## src/rtl/morse_playback_engine.sv

```systemverilog
// Morse playback engine: a packet FIFO feeding an ITU-timed tone/dash envelope player.
// Optional define MORSE_PB_FARNSWORTH_EN: character and word gaps always use the level-0 unit.
`timescale 1ns/1ps
module morse_playback_engine #(
    parameter int CLK_HZ       = 100_000_000,
    parameter int MAX_SYM      = 8,
    parameter int FIFO_DEPTH   = 8,
    parameter int N_LEVELS     = 5,
    parameter int UNIT_MS_BASE = 120,
    parameter int UNIT_MS_STEP = 20
) (
    input  logic                            clk,
    input  logic                            rst_n,
    input  logic                            is_active,
    input  logic                            speed_up,
    input  logic                            speed_down,
    output logic [$clog2(N_LEVELS)-1:0]     speed_level,
    input  logic                            in_valid,
    output logic                            in_ready,
    input  logic [$clog2(MAX_SYM+1)-1:0]    in_len,
    input  logic [MAX_SYM-1:0]              in_pattern,
    input  logic                            flush,
    output logic                            tone_on,
    output logic                            dash_active,
    output logic                            busy,
    output logic [$clog2(FIFO_DEPTH+1)-1:0] fifo_count
);
    localparam int LENW = $clog2(MAX_SYM + 1);
    localparam int CW   = $clog2(FIFO_DEPTH + 1);
    localparam int PW   = $clog2(FIFO_DEPTH);
    localparam int LW   = $clog2(N_LEVELS);
    localparam logic [31:0] KHZ = 32'(CLK_HZ / 1000);

    typedef enum logic [2:0] {IDLE, LOAD, ELEM_ON, ELEM_GAP, CHAR_GAP, WORD_GAP} state_t;

    state_t             state;
    logic [31:0]        cnt, unit_cycles, unit_now, char_gap_len, word_gap_len, head_first_len;
    logic [LENW-1:0]    len_mem [FIFO_DEPTH];
    logic [MAX_SYM-1:0] pat_mem [FIFO_DEPTH];
    logic [PW-1:0]      wr_ptr, rd_ptr;
    logic [LENW-1:0]    head_len, wr_len, elem_left;
    logic [MAX_SYM-1:0] head_pat, shift_reg, shift_next;
    logic               ready_en, push, pop, gap_done;

    // Packet handshake: a packet transfers on every rising edge where in_valid && in_ready;
    // in_valid may be held across stalls, in_ready never depends on in_valid, and flush blocks the write.
    assign in_ready = ready_en && (fifo_count < CW'(FIFO_DEPTH)) && !flush;
    assign push     = in_valid && in_ready;
    assign gap_done = is_active && (state == CHAR_GAP || state == WORD_GAP) && (cnt == 32'd1);
    // The end of a gap pops the next packet directly so back-to-back packets add no idle cycles.
    assign pop      = !flush && (fifo_count != '0) && ((is_active && state == IDLE) || gap_done);
    assign busy     = (state != IDLE) || (fifo_count != '0);

    assign head_len       = len_mem[rd_ptr];
    assign head_pat       = pat_mem[rd_ptr];
    assign wr_len         = (in_len > LENW'(MAX_SYM)) ? LENW'(MAX_SYM) : in_len;
    assign shift_next     = shift_reg >> 1;
    assign unit_now       = KHZ * (32'(UNIT_MS_BASE) - 32'(UNIT_MS_STEP) * 32'(speed_level));
    assign head_first_len = head_pat[0] ? unit_now * 32'd3 : unit_now;

`ifdef MORSE_PB_FARNSWORTH_EN
    localparam logic [31:0] BASE_UNIT = KHZ * 32'(UNIT_MS_BASE);
    assign char_gap_len = BASE_UNIT * 32'd3;
    assign word_gap_len = BASE_UNIT * 32'd7;
`else
    assign char_gap_len = unit_cycles * 32'd3;
    assign word_gap_len = unit_now * 32'd7;
`endif

    always_ff @(posedge clk) begin
        if (push) begin
            len_mem[wr_ptr] <= wr_len;
            pat_mem[wr_ptr] <= in_pattern;
        end
    end

    always_ff @(posedge clk or negedge rst_n) begin
        if (!rst_n) begin
            ready_en   <= 1'b0;
            wr_ptr     <= '0;
            rd_ptr     <= '0;
            fifo_count <= '0;
        end else begin
            ready_en <= 1'b1;
            if (flush) begin
                wr_ptr     <= '0;
                rd_ptr     <= '0;
                fifo_count <= '0;
            end else begin
                if (push) wr_ptr <= wr_ptr + PW'(1);
                if (pop)  rd_ptr <= rd_ptr + PW'(1);
                fifo_count <= fifo_count + CW'(push) - CW'(pop);
            end
        end
    end

    always_ff @(posedge clk or negedge rst_n) begin
        if (!rst_n) begin
            speed_level <= '0;
        end else if (speed_up && !speed_down && speed_level < LW'(N_LEVELS - 1)) begin
            speed_level <= speed_level + LW'(1);
        end else if (speed_down && !speed_up && speed_level != '0) begin
            speed_level <= speed_level - LW'(1);
        end
    end

    always_ff @(posedge clk or negedge rst_n) begin
        if (!rst_n) begin
            state       <= IDLE;
            cnt         <= '0;
            unit_cycles <= '0;
            shift_reg   <= '0;
            elem_left   <= '0;
            tone_on     <= 1'b0;
            dash_active <= 1'b0;
        end else if (flush) begin
            state       <= IDLE;
            cnt         <= '0;
            tone_on     <= 1'b0;
            dash_active <= 1'b0;
        end else if (!is_active) begin
            tone_on     <= 1'b0;
            dash_active <= 1'b0;
        end else begin
            case (state)
                IDLE: begin
                    if (fifo_count != '0) begin
                        shift_reg <= head_pat;
                        elem_left <= head_len;
                        state     <= LOAD;
                    end
                end
                LOAD: begin
                    unit_cycles <= unit_now;
                    if (elem_left == '0) begin
                        state <= WORD_GAP;
                        cnt   <= word_gap_len;
                    end else begin
                        state       <= ELEM_ON;
                        cnt         <= shift_reg[0] ? unit_now * 32'd3 : unit_now;
                        tone_on     <= 1'b1;
                        dash_active <= shift_reg[0];
                    end
                end
                ELEM_ON: begin
                    if (cnt == 32'd1) begin
                        tone_on     <= 1'b0;
                        dash_active <= 1'b0;
                        if (elem_left > LENW'(1)) begin
                            state       <= ELEM_GAP;
                            unit_cycles <= unit_now;
                            cnt         <= unit_now;
                            elem_left   <= elem_left - LENW'(1);
                        end else begin
                            state <= CHAR_GAP;
                            cnt   <= char_gap_len;
                        end
                    end else begin
                        // Re-asserted every cycle so a resumed element sounds again after a pause.
                        cnt         <= cnt - 32'd1;
                        tone_on     <= 1'b1;
                        dash_active <= shift_reg[0];
                    end
                end
                ELEM_GAP: begin
                    if (cnt == 32'd1) begin
                        shift_reg   <= shift_next;
                        state       <= ELEM_ON;
                        cnt         <= shift_next[0] ? unit_cycles * 32'd3 : unit_cycles;
                        tone_on     <= 1'b1;
                        dash_active <= shift_next[0];
                    end else begin
                        cnt <= cnt - 32'd1;
                    end
                end
                CHAR_GAP, WORD_GAP: begin
                    if (cnt != 32'd1) begin
                        cnt <= cnt - 32'd1;
                    end else if (fifo_count == '0) begin
                        state <= IDLE;
                    end else begin
                        unit_cycles <= unit_now;
                        shift_reg   <= head_pat;
                        elem_left   <= head_len;
                        if (head_len == '0) begin
                            state <= WORD_GAP;
                            cnt   <= word_gap_len;
                        end else begin
                            state       <= ELEM_ON;
                            cnt         <= head_first_len;
                            tone_on     <= 1'b1;
                            dash_active <= head_pat[0];
                        end
                    end
                end
                default: state <= IDLE;
            endcase
        end
    end
endmodule

```

## config.mk

```make
export PLATFORM = sky130hd
export DESIGN_NAME = morse_playback_engine
export DESIGN_NICKNAME = d
export VERILOG_FILES = /design/src/rtl/morse_playback_engine.sv
export SDC_FILE = /design/constraint.sdc
export NUM_CORES = 1
export LEC_CHECK = 0
export ABC_AREA = 0
export CORE_UTILIZATION = 41
export CTS_CLUSTER_DIAMETER = 50
export DETAILED_ROUTE_END_ITERATION = 8
export SYNTH_ARGS = -nofsm -noshare
export SYNTH_HDL_FRONTEND = slang
export SYNTH_SLANG_ARGS = --single-unit
export TNS_END_PERCENT = 10
```

## constraint.sdc

```tcl
create_clock -name clk -period 26.3 [get_ports clk]
set_input_delay 6.575 -clock clk [delete_from_list [all_inputs] [get_ports clk]]
set_output_delay 6.575 -clock clk [all_outputs]
set_load 0.01 [all_outputs]
```

==> flow_metrics.tcl <==
set metrics [dict create \
    hold_buffers 0 \
    synth_top_area_frac 0.175 \
    yosysTopAreaCell "edfxtp_1" \
    grt-ovfl-total 0 \
    hold_viol_final 0 \
    ys_seq_area_frac 0.309 \
    largestRegisters "pat_mem: 64 flops, cnt: 32 flops, len_mem: 32 flops" \
    critPathMaxStageDelay_ps 590 \
    async_reset_ff_frac 0.478 \
    cap_violations 0 \
    nFillCells 3849 \
    ant_nets 0 \
    regMostFlops "pat_mem" \
    pre_cts_slack_ps 11600 \
    slew_violations 0 \
    cts_tree "done" \
    first_pass_iters 8 \
    wl_um 47500 \
    cts_sinks 184 \
    vias_per_cell 6.02 \
    path_class "input port to primary output" \
    numCtsBuffers 17 \
    rows 72 \
    cts_setup_buffers 0 \
    max_freq_mhz 68.0 \
    antenna_cells 0 \
    largest_register_ffs 64 \
    start_util 0.421 \
    crit_arrival_ps 8130 \
    clock_latency_ps 460 \
    hold_path.class "flip-flop to flip-flop" \
    synth_ff_type "edfxtp_1" \
    setup_violations 0 \
    numPortBuffers 29 \
    cp_max_fo 39 \
    syn_inst 1823 \
    status "complete, no violations" \
    endpoint_kind "primary output" \
    ys.warnings.count 0 \
    syn_area_per_cell_um2 9.02 \
    ys_seq_elements 184 \
    startpoint_type "input port" \
    timing.critical_path.mode_cell "clkdlybuf4s50_1" \
    crit_family "buffers and inverters" \
    antenna_found_initial 0 \
    synth_common_cells "nor2_1 (163), nand2_1 (145), a21oi_1 (142)" \
    tightest_slew_ps 1130 \
    drive_gt1_frac 0.0747 \
    worst_slack_ps 11600 \
    rsz0062_at_grt "no" \
    cp_cell_sequence "clkdlybuf4s50_1, buf_4, nor3b_1, clkdlybuf4s50_1" \
    grt_start_max_net_pins 53 \
    nets 2000 \
    grt_pass1_wl_um 75900 \
    clockRootBuffer "clkbuf_16" \
    place_hpwl_um 35300 \
    drt_first_iter_violations 1247 \
    slowest_stage "clkdlybuf4s50_1" \
    grt_util_all_layers 0.236 \
    relSlewSlack 0.241 \
    core_area_um2 39100 \
    boundaryPins 30 \
    fin_skew_ps 17.7 \
    worstPathRequired_ps 19720 \
    synthToLayoutAreaGrowth_pct 8.77 \
    cts-resized-gates 0 \
    synth_area_leaders "edfxtp_1 (18%), dfrtp_1 (13%), ha_1 (11%), xnor2_1 (4.7%), a21oi_1 (4.3%)" \
    tns_ps 0 \
    clockBufferDepth 2 \
    grt_pass1_vias 13600 \
    synth-edff-count 96 \
    wire_per_inst_um 20.3 \
    die_area_um2 40900 \
    netlist_area_um2 16400 \
    cts_max_level 4 \
    die_y_um 202 \
    vias 14100 \
    finalCritPeriodShare 0.559 \
    cp_num_buf_inv 3 \
    synth_most_common_cell "nor2_1" \
    path_clk_slew_ps 70 \
    fin_crit_ps 14700 \
    drc 0 \
    synth.distinct_cells 91 \
    gp_congestion 0.925 \
    synth.net_count 2016 \
    die_w_um 202 \
]
==> through the flow <==
stage	hold WS (ps)	utilization	std cells	area, um2
final	480	0.457	2338	17900
after global routing	505	0.457	2338	17900
after CTS	485	0.457	2338	17900
after detailed placement	468	0.442	2306	17300
after global placement	460	0.442	2306	17300
after floorplan	449	-	1823	16400
==> cell families (layout without fill, tap and decap cells) <==
kind of cell               after synthesis  after routing  synth area share
AOI/OAI and AO/OA                      540            540             0.214
xor gates and xnor gates               132            132            0.0703
adders and majority gates              175            175             0.149
buffers and inverters                  210            207            0.0495
DFF                                    184            184             0.309
muxes                                   59             59            0.0549
other                                    1              1          0.000228
and+or+nand+nor                        522            522             0.153
==> per-layer routing <==
layer | routed length [um] | vias to the layer above | track usage
met2 | 22400 | 493 | 0.398
met5 | 0 | - | 0
li1 | - | 6648 | -
met4 | 1450 | 0 | 0.0838
met3 | 2670 | 91 | 0.0293
met1 | 20900 | 6838 | 0.312
==> worst min-delay path, delay by kind of cell (launching register included) <==
kind             cells  cell delay [ps]
AO/OA/AOI/OAI        1               50
AND/OR/NAND/NOR      1               50
flip-flops           1              350
==> final timing paths <==
kind | from | to | slack [ps] | cells after the start
max | flush | in_ready | 11600 | 4
min | shift_reg[7] | shift_reg[7] | 480 | 2
max reg2reg | speed_level[2] | cnt[30] | 16360 | 29
min reg2reg | shift_reg[7] | shift_reg[7] | 480 | 2
max in group asynchronous | rst_n | rd_ptr[2] | 18990 | 2
min in group asynchronous | rst_n | speed_level[2] | 6080 | 1
==> cell usage in the layout, fill, tap and decap left out, drive strengths merged, types with 10 or more instances in the layout <==
cell type / count
o211ai: 25
o21ai: 131
o21bai: 15
buf: 34
xnor2: 88
dfrtp: 88
nand2: 145
a221oi: 16
ha: 140
nor4: 17
nand3: 26
nor2: 165
and2: 17
edfxtp: 96
xor2: 44
a31oi: 26
mux2i: 26
a21o: 40
inv: 119
o21a: 12
clkdlybuf4s50: 28
clkbuf: 17
nor3: 44
mux4: 24
nand2b: 26
nor2b: 21
o31ai: 11
a21oi: 143
a211oi: 26
a311oi: 10
and3: 13
fa: 34
or4: 11
==> final cells by class <==
| type | instances | area, um2 | area share |
|---|---|---|---|
| Inverter | 113 | 424 | 0.0237 |
| Clock buffer | 17 | 425 | 0.0238 |
| Timing Repair Buffer | 62 | 536 | 0.0299 |
| Multi-Input combinational cell | 1429 | 10600 | 0.591 |
| Tap cell | 518 | 648 | 0.0362 |
| Sequential cell | 184 | 5080 | 0.284 |
| Clock inverter | 15 | 196 | 0.0110 |
Power is not shown: default switching activity piles up to over one toggle a cycle in this logic, so the estimate is an artifact.
